<file path="config.mk">
export PLATFORM = sky130hd
export DESIGN_NAME = ceespu_dmem_bridge_flat
export DESIGN_NICKNAME = d
export VERILOG_FILES = /design/src/rtl/ceespu_dmem_bridge_pkg.sv /design/src/rtl/ceespu_dmem_bridge_if.sv /design/src/rtl/ceespu_dmem_bridge_bus_timeout.sv /design/src/rtl/ceespu_dmem_bridge.sv /design/src/flat_wrapper.sv
export SDC_FILE = /design/constraint.sdc
export NUM_CORES = 1
export LEC_CHECK = 0
export ABC_AREA = 1
export CORE_MARGIN = 2
export CORE_UTILIZATION = 30
export DETAILED_ROUTE_END_ITERATION = 8
export GPL_TIMING_DRIVEN = 1
export HOLD_SLACK_MARGIN = 0.08
export PLACE_DENSITY = 0.78
export SETUP_SLACK_MARGIN = 0.02
export SKIP_LAST_GASP = 1
export SLEW_MARGIN = 20
export SYNTH_ARGS = -nofsm -noshare
export SYNTH_HDL_FRONTEND = slang
export SYNTH_SLANG_ARGS = --single-unit
export TNS_END_PERCENT = 50
</file>
<file path="constraint.sdc">
create_clock -name I_clk -period 3 [get_ports I_clk]
set_input_delay 0.75 -clock I_clk [delete_from_list [all_inputs] [get_ports I_clk]]
set_output_delay 0.75 -clock I_clk [all_outputs]
set_load 0.02 [all_outputs]
</file>
<file path="src/rtl/ceespu_dmem_bridge_pkg.sv">
// Shared types and constants for the ceespu data-memory bridge.
package ceespu_pkg;

    typedef enum logic [1:0] {
        IDLE = 2'd0,
        WAIT = 2'd1,
        RESP = 2'd2
    } dmem_state_t;

    localparam int unsigned DMEM_BUS_REGION_BIT = 15;
    localparam logic [31:0] DMEM_ERR_DATA       = 32'hDEADBEEF;

endpackage

</file>
<file path="src/rtl/ceespu_dmem_bridge_if.sv">
// Peripheral bus seen from the bridge (master) and from the peripheral (slave).
interface ceespu_dmem_bridge_if;

    logic        O_busReq;
    logic [14:0] O_busAddr;
    logic [31:0] O_busWData;
    logic [3:0]  O_busWe;
    logic        I_busAck;
    logic [31:0] I_busRData;
    logic        O_busErr;

    modport master (
        output O_busReq, O_busAddr, O_busWData, O_busWe, O_busErr,
        input  I_busAck, I_busRData
    );

    modport slave (
        input  O_busReq, O_busAddr, O_busWData, O_busWe, O_busErr,
        output I_busAck, I_busRData
    );

endinterface

</file>
<file path="src/rtl/ceespu_dmem_bridge_bus_timeout.sv">
// Ack wait counter for the bridge; built only when CEESPU_DMEM_TIMEOUT_EN is defined.
module ceespu_bus_timeout #(
    parameter int unsigned TIMEOUT_CYCLES = 255
) (
    input  logic I_clk,
    input  logic I_rst,
    input  logic I_clear,
    input  logic I_inc,
    output logic O_expired
);

    localparam logic [7:0] LIMIT = 8'(TIMEOUT_CYCLES);

    logic [7:0] cnt_q;
    logic [7:0] cnt_d;

    always_comb begin
        cnt_d = cnt_q;
        if (I_clear) begin
            cnt_d = '0;
        end else if (I_inc) begin
            cnt_d = cnt_q + 8'd1;
        end
    end

    always_ff @(posedge I_clk or posedge I_rst) begin
        if (I_rst) begin
            cnt_q <= '0;
        end else begin
            cnt_q <= cnt_d;
        end
    end

    assign O_expired = (cnt_q == LIMIT);

endmodule

</file>
<file path="src/rtl/ceespu_dmem_bridge.sv">
// Core data-port bridge: addr[15]=0 goes to single-cycle BRAM, addr[15]=1 to the
// req/ack peripheral bus. Optional ack timeout under CEESPU_DMEM_TIMEOUT_EN.
module ceespu_dmem_bridge
    import ceespu_pkg::*;
#(
    parameter int unsigned TIMEOUT_CYCLES = 255
) (
    input  logic                 I_clk,
    input  logic                 I_rst,
    input  logic [15:0]          I_dmemAddress,
    input  logic [31:0]          I_dmemWData,
    input  logic                 I_dmemE,
    input  logic [3:0]           I_dmemWe,
    output logic [31:0]          O_dmemData,
    output logic                 O_dmemBusy,
    output logic [13:0]          O_ramAddr,
    output logic [31:0]          O_ramWData,
    output logic                 O_ramE,
    output logic [3:0]           O_ramWe,
    input  logic [31:0]          I_ramData,
    ceespu_dmem_bridge_if.master bus
);

    dmem_state_t state_q;
    logic        busReq_q;
    logic [14:0] busAddr_q;
    logic [31:0] busWData_q;
    logic [3:0]  busWe_q;
    logic [31:0] rdata_q;
    logic        sel_bus_q;

    logic bus_hit;
    logic in_wait;
    logic timeout;
    logic complete;

    assign bus_hit  = I_dmemE & I_dmemAddress[DMEM_BUS_REGION_BIT];
    assign in_wait  = (state_q == WAIT);
    assign complete = in_wait & (bus.I_busAck | timeout);

    assign O_ramAddr  = I_dmemAddress[15:2];
    assign O_ramWData = I_dmemWData;
    assign O_ramE     = I_dmemE & ~I_dmemAddress[DMEM_BUS_REGION_BIT];
    assign O_ramWe    = O_ramE ? I_dmemWe : 4'b0000;

    assign O_dmemBusy = (~in_wait & bus_hit) | (in_wait & ~bus.I_busAck & ~timeout);
    assign O_dmemData = sel_bus_q ? rdata_q : I_ramData;

    assign bus.O_busReq   = busReq_q;
    assign bus.O_busAddr  = busAddr_q;
    assign bus.O_busWData = busWData_q;
    assign bus.O_busWe    = busWe_q;

`ifdef CEESPU_DMEM_TIMEOUT_EN
    logic expired;
    logic busErr_q;

    ceespu_bus_timeout #(
        .TIMEOUT_CYCLES(TIMEOUT_CYCLES)
    ) u_timeout (
        .I_clk    (I_clk),
        .I_rst    (I_rst),
        .I_clear  (~in_wait & bus_hit),
        .I_inc    (in_wait),
        .O_expired(expired)
    );

    assign timeout = in_wait & expired;

    // An ack arriving in the expiry cycle wins, so the error flag stays clear.
    always_ff @(posedge I_clk or posedge I_rst) begin
        if (I_rst) begin
            busErr_q <= 1'b0;
        end else if (timeout & ~bus.I_busAck) begin
            busErr_q <= 1'b1;
        end
    end

    assign bus.O_busErr = busErr_q;
`else
    assign timeout      = 1'b0;
    assign bus.O_busErr = 1'b0;
`endif

    always_ff @(posedge I_clk or posedge I_rst) begin
        if (I_rst) begin
            state_q    <= IDLE;
            busReq_q   <= 1'b0;
            busAddr_q  <= '0;
            busWData_q <= '0;
            busWe_q    <= '0;
            rdata_q    <= '0;
            sel_bus_q  <= 1'b0;
        end else begin
            case (state_q)
                WAIT: begin
                    if (complete) begin
                        state_q   <= RESP;
                        busReq_q  <= 1'b0;
                        rdata_q   <= bus.I_busAck ? bus.I_busRData : DMEM_ERR_DATA;
                        sel_bus_q <= 1'b1;
                    end
                end
                default: begin
                    // RESP accepts a new request exactly like IDLE.
                    if (bus_hit) begin
                        state_q    <= WAIT;
                        busReq_q   <= 1'b1;
                        busAddr_q  <= I_dmemAddress[14:0];
                        busWData_q <= I_dmemWData;
                        busWe_q    <= I_dmemWe;
                    end else begin
                        state_q <= IDLE;
                    end
                    if (O_ramE) begin
                        sel_bus_q <= 1'b0;
                    end
                end
            endcase
        end
    end

endmodule

</file>
<file path="src/flat_wrapper.sv">
// flat-port wrapper written by rule: the top's interface ports become plain ports
module ceespu_dmem_bridge_flat import ceespu_pkg::*;
#(
    parameter int unsigned TIMEOUT_CYCLES = 255
)
  (I_clk, I_rst, I_dmemAddress, I_dmemWData, I_dmemE, I_dmemWe, O_dmemData, O_dmemBusy, O_ramAddr, O_ramWData, O_ramE, O_ramWe, I_ramData, bus_O_busReq, bus_O_busAddr, bus_O_busWData, bus_O_busWe, bus_O_busErr, bus_I_busAck, bus_I_busRData);
  ceespu_dmem_bridge_if bus_i ();
  input  logic I_clk;
  input  logic I_rst;
  input  logic [15:0] I_dmemAddress;
  input  logic [31:0] I_dmemWData;
  input  logic I_dmemE;
  input  logic [3:0] I_dmemWe;
  output logic [31:0] O_dmemData;
  output logic O_dmemBusy;
  output logic [13:0] O_ramAddr;
  output logic [31:0] O_ramWData;
  output logic O_ramE;
  output logic [3:0] O_ramWe;
  input  logic [31:0] I_ramData;
  output wire logic [$bits(bus_i.O_busReq)-1:0] bus_O_busReq;
  output wire logic [$bits(bus_i.O_busAddr)-1:0] bus_O_busAddr;
  output wire logic [$bits(bus_i.O_busWData)-1:0] bus_O_busWData;
  output wire logic [$bits(bus_i.O_busWe)-1:0] bus_O_busWe;
  output wire logic [$bits(bus_i.O_busErr)-1:0] bus_O_busErr;
  input wire logic [$bits(bus_i.I_busAck)-1:0] bus_I_busAck;
  input wire logic [$bits(bus_i.I_busRData)-1:0] bus_I_busRData;
  assign bus_O_busReq = bus_i.O_busReq;
  assign bus_O_busAddr = bus_i.O_busAddr;
  assign bus_O_busWData = bus_i.O_busWData;
  assign bus_O_busWe = bus_i.O_busWe;
  assign bus_O_busErr = bus_i.O_busErr;
  assign bus_i.I_busAck = bus_I_busAck;
  assign bus_i.I_busRData = bus_I_busRData;
  ceespu_dmem_bridge #(.TIMEOUT_CYCLES(TIMEOUT_CYCLES)) u_core (.I_clk(I_clk), .I_rst(I_rst), .I_dmemAddress(I_dmemAddress), .I_dmemWData(I_dmemWData), .I_dmemE(I_dmemE), .I_dmemWe(I_dmemWe), .O_dmemData(O_dmemData), .O_dmemBusy(O_dmemBusy), .O_ramAddr(O_ramAddr), .O_ramWData(O_ramWData), .O_ramE(O_ramE), .O_ramWe(O_ramWe), .I_ramData(I_ramData), .bus(bus_i));
endmodule
</file>
# == Yosys cells after proc, flatten, opt, wreduce, memory -nomap -nowiden ==
# Cells that the tools add are included.
# totals
reg_bits,87
wordCells,36
inputBits,120
# op_classes
eq_ne,2
reduce_logical,6
mux,12
bitwise,9
# ops
operator,n
two-way mux 32 bit,2
AND reduction 2 bit,4
two-way mux 1 bit,7
AND 1 bit,5
two-way mux 2 bit,2
two-way mux 4 bit,1
nonzero test 2 bit,2
inverter 1 bit,3
"equality test 2 x 1 -> 1 bit, second input constant",1
"!= test 2 bit, second input constant",1
bitwise OR 1 bit,1

# == Logic depth before layout (Yosys ltp) ==
# Gate-level depths: netlist (run 1).
# depth
depth_word,4
depth_mapped,6
depth_no_buf,5

# == Least setup slack after synthesis (run 1) ==
# No wires, ideal clock.
# synth_path
path_kind,in2out
start,in I_dmemE
end,out O_ramWe[0]
path_slack_ns,0.680
required_ns,2.250
path_buffers,0
stages,4
t_arrival_ns,1.570
cell_sequence,inv_1 > nor2_1 > inv_1 > nor2_1
# synth_via
elab_chain_len,2
# synth_lines
item,line,rtl
start: declaration,flat_wrapper.sv:12,input logic I_dmemE;
AND 1 bit,ceespu_dmem_bridge.sv:43,assign O_ramE = I_dmemE & ~I_dmemAddress[DMEM_BUS_REGION_BIT];
via O_ramE,flat_wrapper.sv:18,output logic O_ramE;
two-way mux 4 bit,ceespu_dmem_bridge.sv:44,assign O_ramWe = O_ramE ? I_dmemWe : 4'b0000;
end: declaration,flat_wrapper.sv:19,output logic [3:0] O_ramWe;
# The timed path passes the listed nets, and every way through them passes these cells.

# == Final worst setup path (run 1) ==
# layout_path
start,in I_dmemE
end,out O_ramWe[3]
# layout_via
elab_chain_len,2
# layout_lines
item,line
AND 1 bit,ceespu_dmem_bridge.sv:43
two-way mux 4 bit,ceespu_dmem_bridge.sv:44
# No other way between the ends.

==> flow_summary.toml, run 1 <==
[status]
outcome = "finished, final reports clean"

[worst_setup_path]
r2r_start = "u_core.state_q[1]"
max_stage_delay_ps = 610
critPathRequiredTime_ps = 2250
end_kind = "primary output"
crit_cells = 6
startpoint_type = "input port"
crit_start = "I_dmemE"
crit_arrival_ps = 2220
worst-path-max-fanout = 4
critPathKind = "in -> out"
reg2regPathDepth = 6
r2r-end = "u_core.sel_bus_q"
reg2reg_slack_ps = 1450
endpoint = "O_ramWe[3]"
crit_family = "buffers and inverters"
slowest_stage = "clkdlybuf4s50_1"
crit_chain = "clkdlybuf4s50_1 > inv_1 > nor2_1 > inv_1 > nor2_1 > clkdlybuf4s50_1"
path_buf_inv = 4

[place]
dp.final_hpwl_um = 8940
portBuffers = 255
place_area_um2 = 6640
place_ws_ps = 0.611
routabilityCongestion = 0.725

[die]
die_area_um2 = 15200
pin_count = 257
start_util_pct = 30.7
core_area_um2 = 13900
die_y_um = 123
rows = 43
die_x_um = 123

[detailed_routing]
vias_per_cell = 4.42
first_iter_violations = 221
postRouteAntennaNets = 0
dr_wl_met3_um = 1180
remaining_drc_errors = 0
drtPass1Iterations = 4
wl_met1_um = 5360
topRoutingLayerUsed = "met4"
vias = 4079
routedWlPerCell_um = 13.7
dr_wl_met2_um = 5900
wl_um = 12600

[timing]
setup_tns_ps = 0
max_slew_margin_pct = 61.7
timing.final.ws_setup_ps = 27.3
tightestPinTransition_ps = 575
rsz0062_at_grt = "true"
fmax_mhz = 336
drv_slew = 0
fin_crit_ps = 2970
finalSetupViolations = 0
clock_skew_ps = 6.66
finalHoldViolCount = 0
fin_crit_sh_pct = 99.1

[synthesis]
synth_edf_count = 0
synth_compound_area_share_pct = 3.97
netlist_instances = 540
synthTopCellsByArea = "dfrtp_1 51%, nand2_1 18%, nand3_1 9.7%"
yosys-mux-area-fraction_pct = 0
synthFlopType = "dfrtp_1"
synth.most_common_cell = "nand2_1"
synth_top_cell_area_share_pct = 50.8
synthArstFlopShare_pct = 100
ys_types = 16
synth_nets = 660
synth_top_family_by_area = "simple AND/OR/NAND/NOR gates"
synthXorXnorAreaFrac_pct = 0
synth_seq_area_share_pct = 50.8
syn-cell-area_um2 = 4280
synth_area_per_cell_um2 = 7.93
yosys.area_share.simple_pct = 29.0
synthTopCellsByCount = "204 x nand2_1, 87 x dfrtp_1, 83 x nand3_1, 50 x buf_4, 40 x inv_1"
ys_ff_latch = 87
synth_top_area_cell = "dfrtp_1"
synth_adder_area_share_pct = 0
yosys_warnings = 0

[cells_and_area]
syn_to_final_growth_pct = 61.3
final_layout_size_suffix_gt1_share_pct = 4.71
nets = 859
fill_cells = 1323
fin_area_um2 = 6910
antenna_cells = 0

[flow_run]
maxCapViolCount = 0

[grt]
grt_use_total_pct = 16.3
grt_pass1_wl_um = 19100
grt_overflow = 0
grt_pass1_vias = 3867
grt_max_degree = 88
antenna_found_initial = 0

[clock_tree]
cts_inserted_buffers = 9
htreeDepth = 3
clk_pin_slew_ps = 60
max-clock-path-buffers = 2
clkLatencyLatePin_ps = 340
cts_tree = "built"
cts.sinks = 87
cts_root_buffer = "clkbuf_16"

[power_and_ir_drop]
ir_drop_v = 0.000326
leakagePower_uw = 0.00336
p_per_area_nw_per_um2 = 632

[worst_hold_path]
min_path_cells = 2
hold_class = "reg -> reg"
through the flow:
stage	hold WS, ps	utilization [%]	total power, uW	cells
floorplan	442	-	2520	540
global placement	453	47.6	3360	908
detailed placement	457	47.6	3390	908
CTS	472	49.5	4430	923
global route	483	49.6	4640	923
finish	467	49.6	4370	923
worst min-delay path by stage:
stage / to / slack [ps] / from
CTS: u_core.bus.O_busAddr[11] / 470 / u_core.bus.O_busAddr[11]
floorplan: u_core.rdata_q[0] / 440 / u_core.rdata_q[0]
global route: u_core.bus.O_busAddr[11] / 480 / u_core.bus.O_busAddr[11]
finish: u_core.bus.O_busAddr[7] / 470 / u_core.bus.O_busAddr[7]
global placement: u_core.bus.O_busWData[26] / 450 / u_core.bus.O_busWData[26]
detailed placement: u_core.bus.O_busAddr[11] / 460 / u_core.bus.O_busAddr[11]
per-layer routing:
layer	global-route usage, %	vias up
met5	0	-
met4	5.54	0
met3	5.03	11
met2	27.1	182
met1	20.1	1850
li1	-	2036
registers in the layout, summed over array words and instances, names as in the netlist:
| signal | cells |
|---|---|
| u_core.bus.O_busReq | 1 |
| u_core.sel_bus_q | 1 |
| u_core.rdata_q | 32 |
| u_core.state_q | 2 |
| u_core.bus.O_busWData | 32 |
| u_core.bus.O_busWe | 4 |
| u_core.bus.O_busAddr | 15 |
power by group:
group / switching, uW / internal [uW]
Combinational: 899 / 828
Sequential: 171 / 1450
Clock: 444 / 575
Total: 1510 / 2850
kinds of logic (layout without fill, tap and decap cells):
| family | Yosys count | in the layout |
|---|---|---|
| and+or+nand+nor | 296 | 296 |
| buffers and inverters | 122 | 325 |
| DFF | 87 | 87 |
| AOI/OAI and AO/OA | 34 | 34 |
| other | 1 | 1 |
layout make-up:
| cell class | instances | area [um2] | area share (%) |
|---|---|---|---|
| inverter | 43 | 165 | 2.39 |
| multi-input combinational | 331 | 1410 | 20.5 |
| tap | 180 | 225 | 3.26 |
| clock buffer | 11 | 243 | 3.51 |
| timing repair buffer | 267 | 2660 | 38.5 |
| sequential | 87 | 2180 | 31.5 |
| clock inverter | 4 | 22.5 | 0.326 |
worst min-delay path, cell delays in order (launching register included):
cell     delay (ps)
dfrtp_1         340
nand2_1          50
nand2_1          40
placed cells by master (no fill, tap or decap):
master / instances
buf_12: 1
buf_4: 11
clkbuf_1: 1
clkbuf_16: 9
clkbuf_8: 1
clkdlybuf4s50_1: 252
clkinv_2: 3
clkinvlp_4: 2
conb_1: 1
dfrtp_1: 86
dfrtp_2: 1
dlygate4sd2_1: 1
dlymetal6s2s_1: 2
inv_1: 39
inv_2: 3
nand2_1: 204
nand2_2: 1
nand2_4: 2
nand3_1: 83
nor2_1: 5
nor2_4: 1
o21ai_0: 34
what timing repair did:
item | in CTS | in global routing
pin swaps | 0 | 0
endpoints found under the setup margin | 1 | 4
gates cloned | 0 | 0
hold buffers | 0 | 0
resized for setup | 1 | 2
buffers inserted | 0 | 0
Power figures use the tool's default switching activity.
==> run 2, diff against run 1 <==
Settings changed: CORE_ASPECT_RATIO set to 0.5, DONT_BUFFER_PORTS set to 1, GPL_TIMING_DRIVEN 1 to 0, PLACE_DENSITY 0.78 to 0.54.
==> run 2 against run 1 <==
Compared with the run above:
- sequential power grew 12%
- flip-flop and latch count is the same
- sequential share of layout area grew 14 points
- highest routed layer unchanged
- critical path depth shrank 2
- hold slack lost 84 ps
- routed wire length shrank 8.2%
- largest power group is now sequential cells
- maximum frequency grew 8.3%
==> flow_summary.toml, run 2 (synthesis results as in run 1) <==
[status]
outcome = "finished, final reports clean"

[worst_setup_path]
r2r_start = "u_core.state_q[1]"
reg2regPathDepth = 6
critPathRequiredTime_ps = 2250
r2r-end = "u_core.bus.O_busWe[1]"
reg2reg_slack_ps = 1740
worst-path-max-fanout = 4
crit_arrival_ps = 2000
startpoint_type = "input port"
critPathKind = "in -> out"
end_kind = "primary output"

[worst_hold_path]
hold_class = "in -> async"

[cells_and_area]
syn_to_final_growth_pct = 12.8
layout_common_cells = "204 x nand2_1, 87 x dfrtp_1, 83 x nand3_1"
antenna_cells = 0
final_layout_size_suffix_gt1_share_pct = 16.9
nets = 673
mostFrequentLayoutCell = "nand2_1"

[detailed_routing]
drtPass1Iterations = 4
remaining_drc_errors = 0
vias = 3403
routedWlPerCell_um = 15.5
postRouteAntennaNets = 0
wl_um = 11600
vias_per_cell = 4.55
first_iter_violations = 131

[die]
die_x_um = 173
pin_count = 257
core_area_um2 = 13700
start_util_pct = 31.2
die_y_um = 88.5
rows = 30
die_area_um2 = 15300

[timing]
timing.final.ws_setup_ps = 255
tightestPinTransition_ps = 715
drv_slew = 0
rsz0062_at_grt = "false"
fin_crit_sh_pct = 91.5
clock_skew_ps = 3.74
max_slew_margin_pct = 51.8
fmax_mhz = 364
setup_tns_ps = 0
finalHoldViolCount = 0
fin_crit_ps = 2750
finalSetupViolations = 0

[grt]
grt_max_degree = 33
grt_use_total_pct = 14.7
grt_overflow = 0
grt_pass1_wl_um = 17400
grt_pass1_vias = 3165
antenna_found_initial = 0

[clock_tree]
max-clock-path-buffers = 2
cts_inserted_buffers = 9
cts_resized = 0
hold_buffers = 0
clkLatencyLatePin_ps = 330
clk_pin_slew_ps = 60
cts_root_buffer = "clkbuf_16"
cts.sinks = 87
htreeDepth = 3
cts_tree = "built"
cts_setup_buffers = 0

[power_and_ir_drop]
total_power_uw = 3740
p_per_area_nw_per_um2 = 773
leakagePower_uw = 0.00263
ir_drop_v = 0.000220

[place]
routabilityCongestion = 0.765
portBuffers = 0
dp.final_hpwl_um = 8610
place_ws_ps = 248

[flow_run]
maxCapViolCount = 0
-- run 2: worst max-delay path, stage by stage --
cell	delay (ps)
inv_1	20
nor2_1	540
inv_1	300
nor2_1	390
-- run 2: per-stage QoR --
step | hold slack [ps] | utilization (%) | cell area [um2] | instances
6_report | 384 | 35.2 | 4830 | 748
3_5_place_dp | 458 | 33.2 | 4570 | 734
3_3_place_gp | 456 | 33.0 | 4530 | 732
2_1_floorplan | 442 | - | 4290 | 540
5_1_grt | 419 | 35.2 | 4830 | 748
4_1_cts | 394 | 35.2 | 4830 | 748
-- run 2: area by class of cell --
type                    count  area [um2]
plain buffers              79         531
clock buffers              13         260
clock inverters             1        5.00
fillers                  1495        8910
inverters                  43         165
multi-input cells         331        1410
flip-flops and latches     87        2180
well taps                 192         240
repair buffers              2        40.0
-- run 2: power breakdown --
group	switching, uW	internal (uW)	leakage [uW]
clock	434	597	0.000132
combinational	636	257	0.00142
sequential	362	1450	0.00108
-- run 2: worst max path at each step --
stage          startpoint  depth (start not counted)          to  slack, ps
2_1_floorplan     I_dmemE                          4  O_ramWe[0]        680
3_5_place_dp      I_dmemE                          4  O_ramWe[1]        250
4_1_cts           I_dmemE                          4  O_ramWe[1]        240
6_report          I_dmemE                          4  O_ramWe[0]        250
5_1_grt           I_dmemE                          4  O_ramWe[1]        250
3_3_place_gp      I_dmemE                          4  O_ramWe[1]        240
-- run 2: per-layer routing --
layer  part of all wire (%)  global-route usage, %  vias to the layer above  wire length (um)
met2                     51                   26.1                      111              5900
met3                    4.5                   3.69                        4               525
met1                     44                   18.5                     1637              5080
met5                      0                      0                        -                 0
met4                   0.62                   3.24                        0                72
li1                       -                      -                     1651                 -
==> run 3, diff against run 2 <==
Settings changed: SETUP_SLACK_MARGIN 0.02 to unset.
==> results of run 3 <==
Final layout, timing and power as in run 2 (identical DEF).
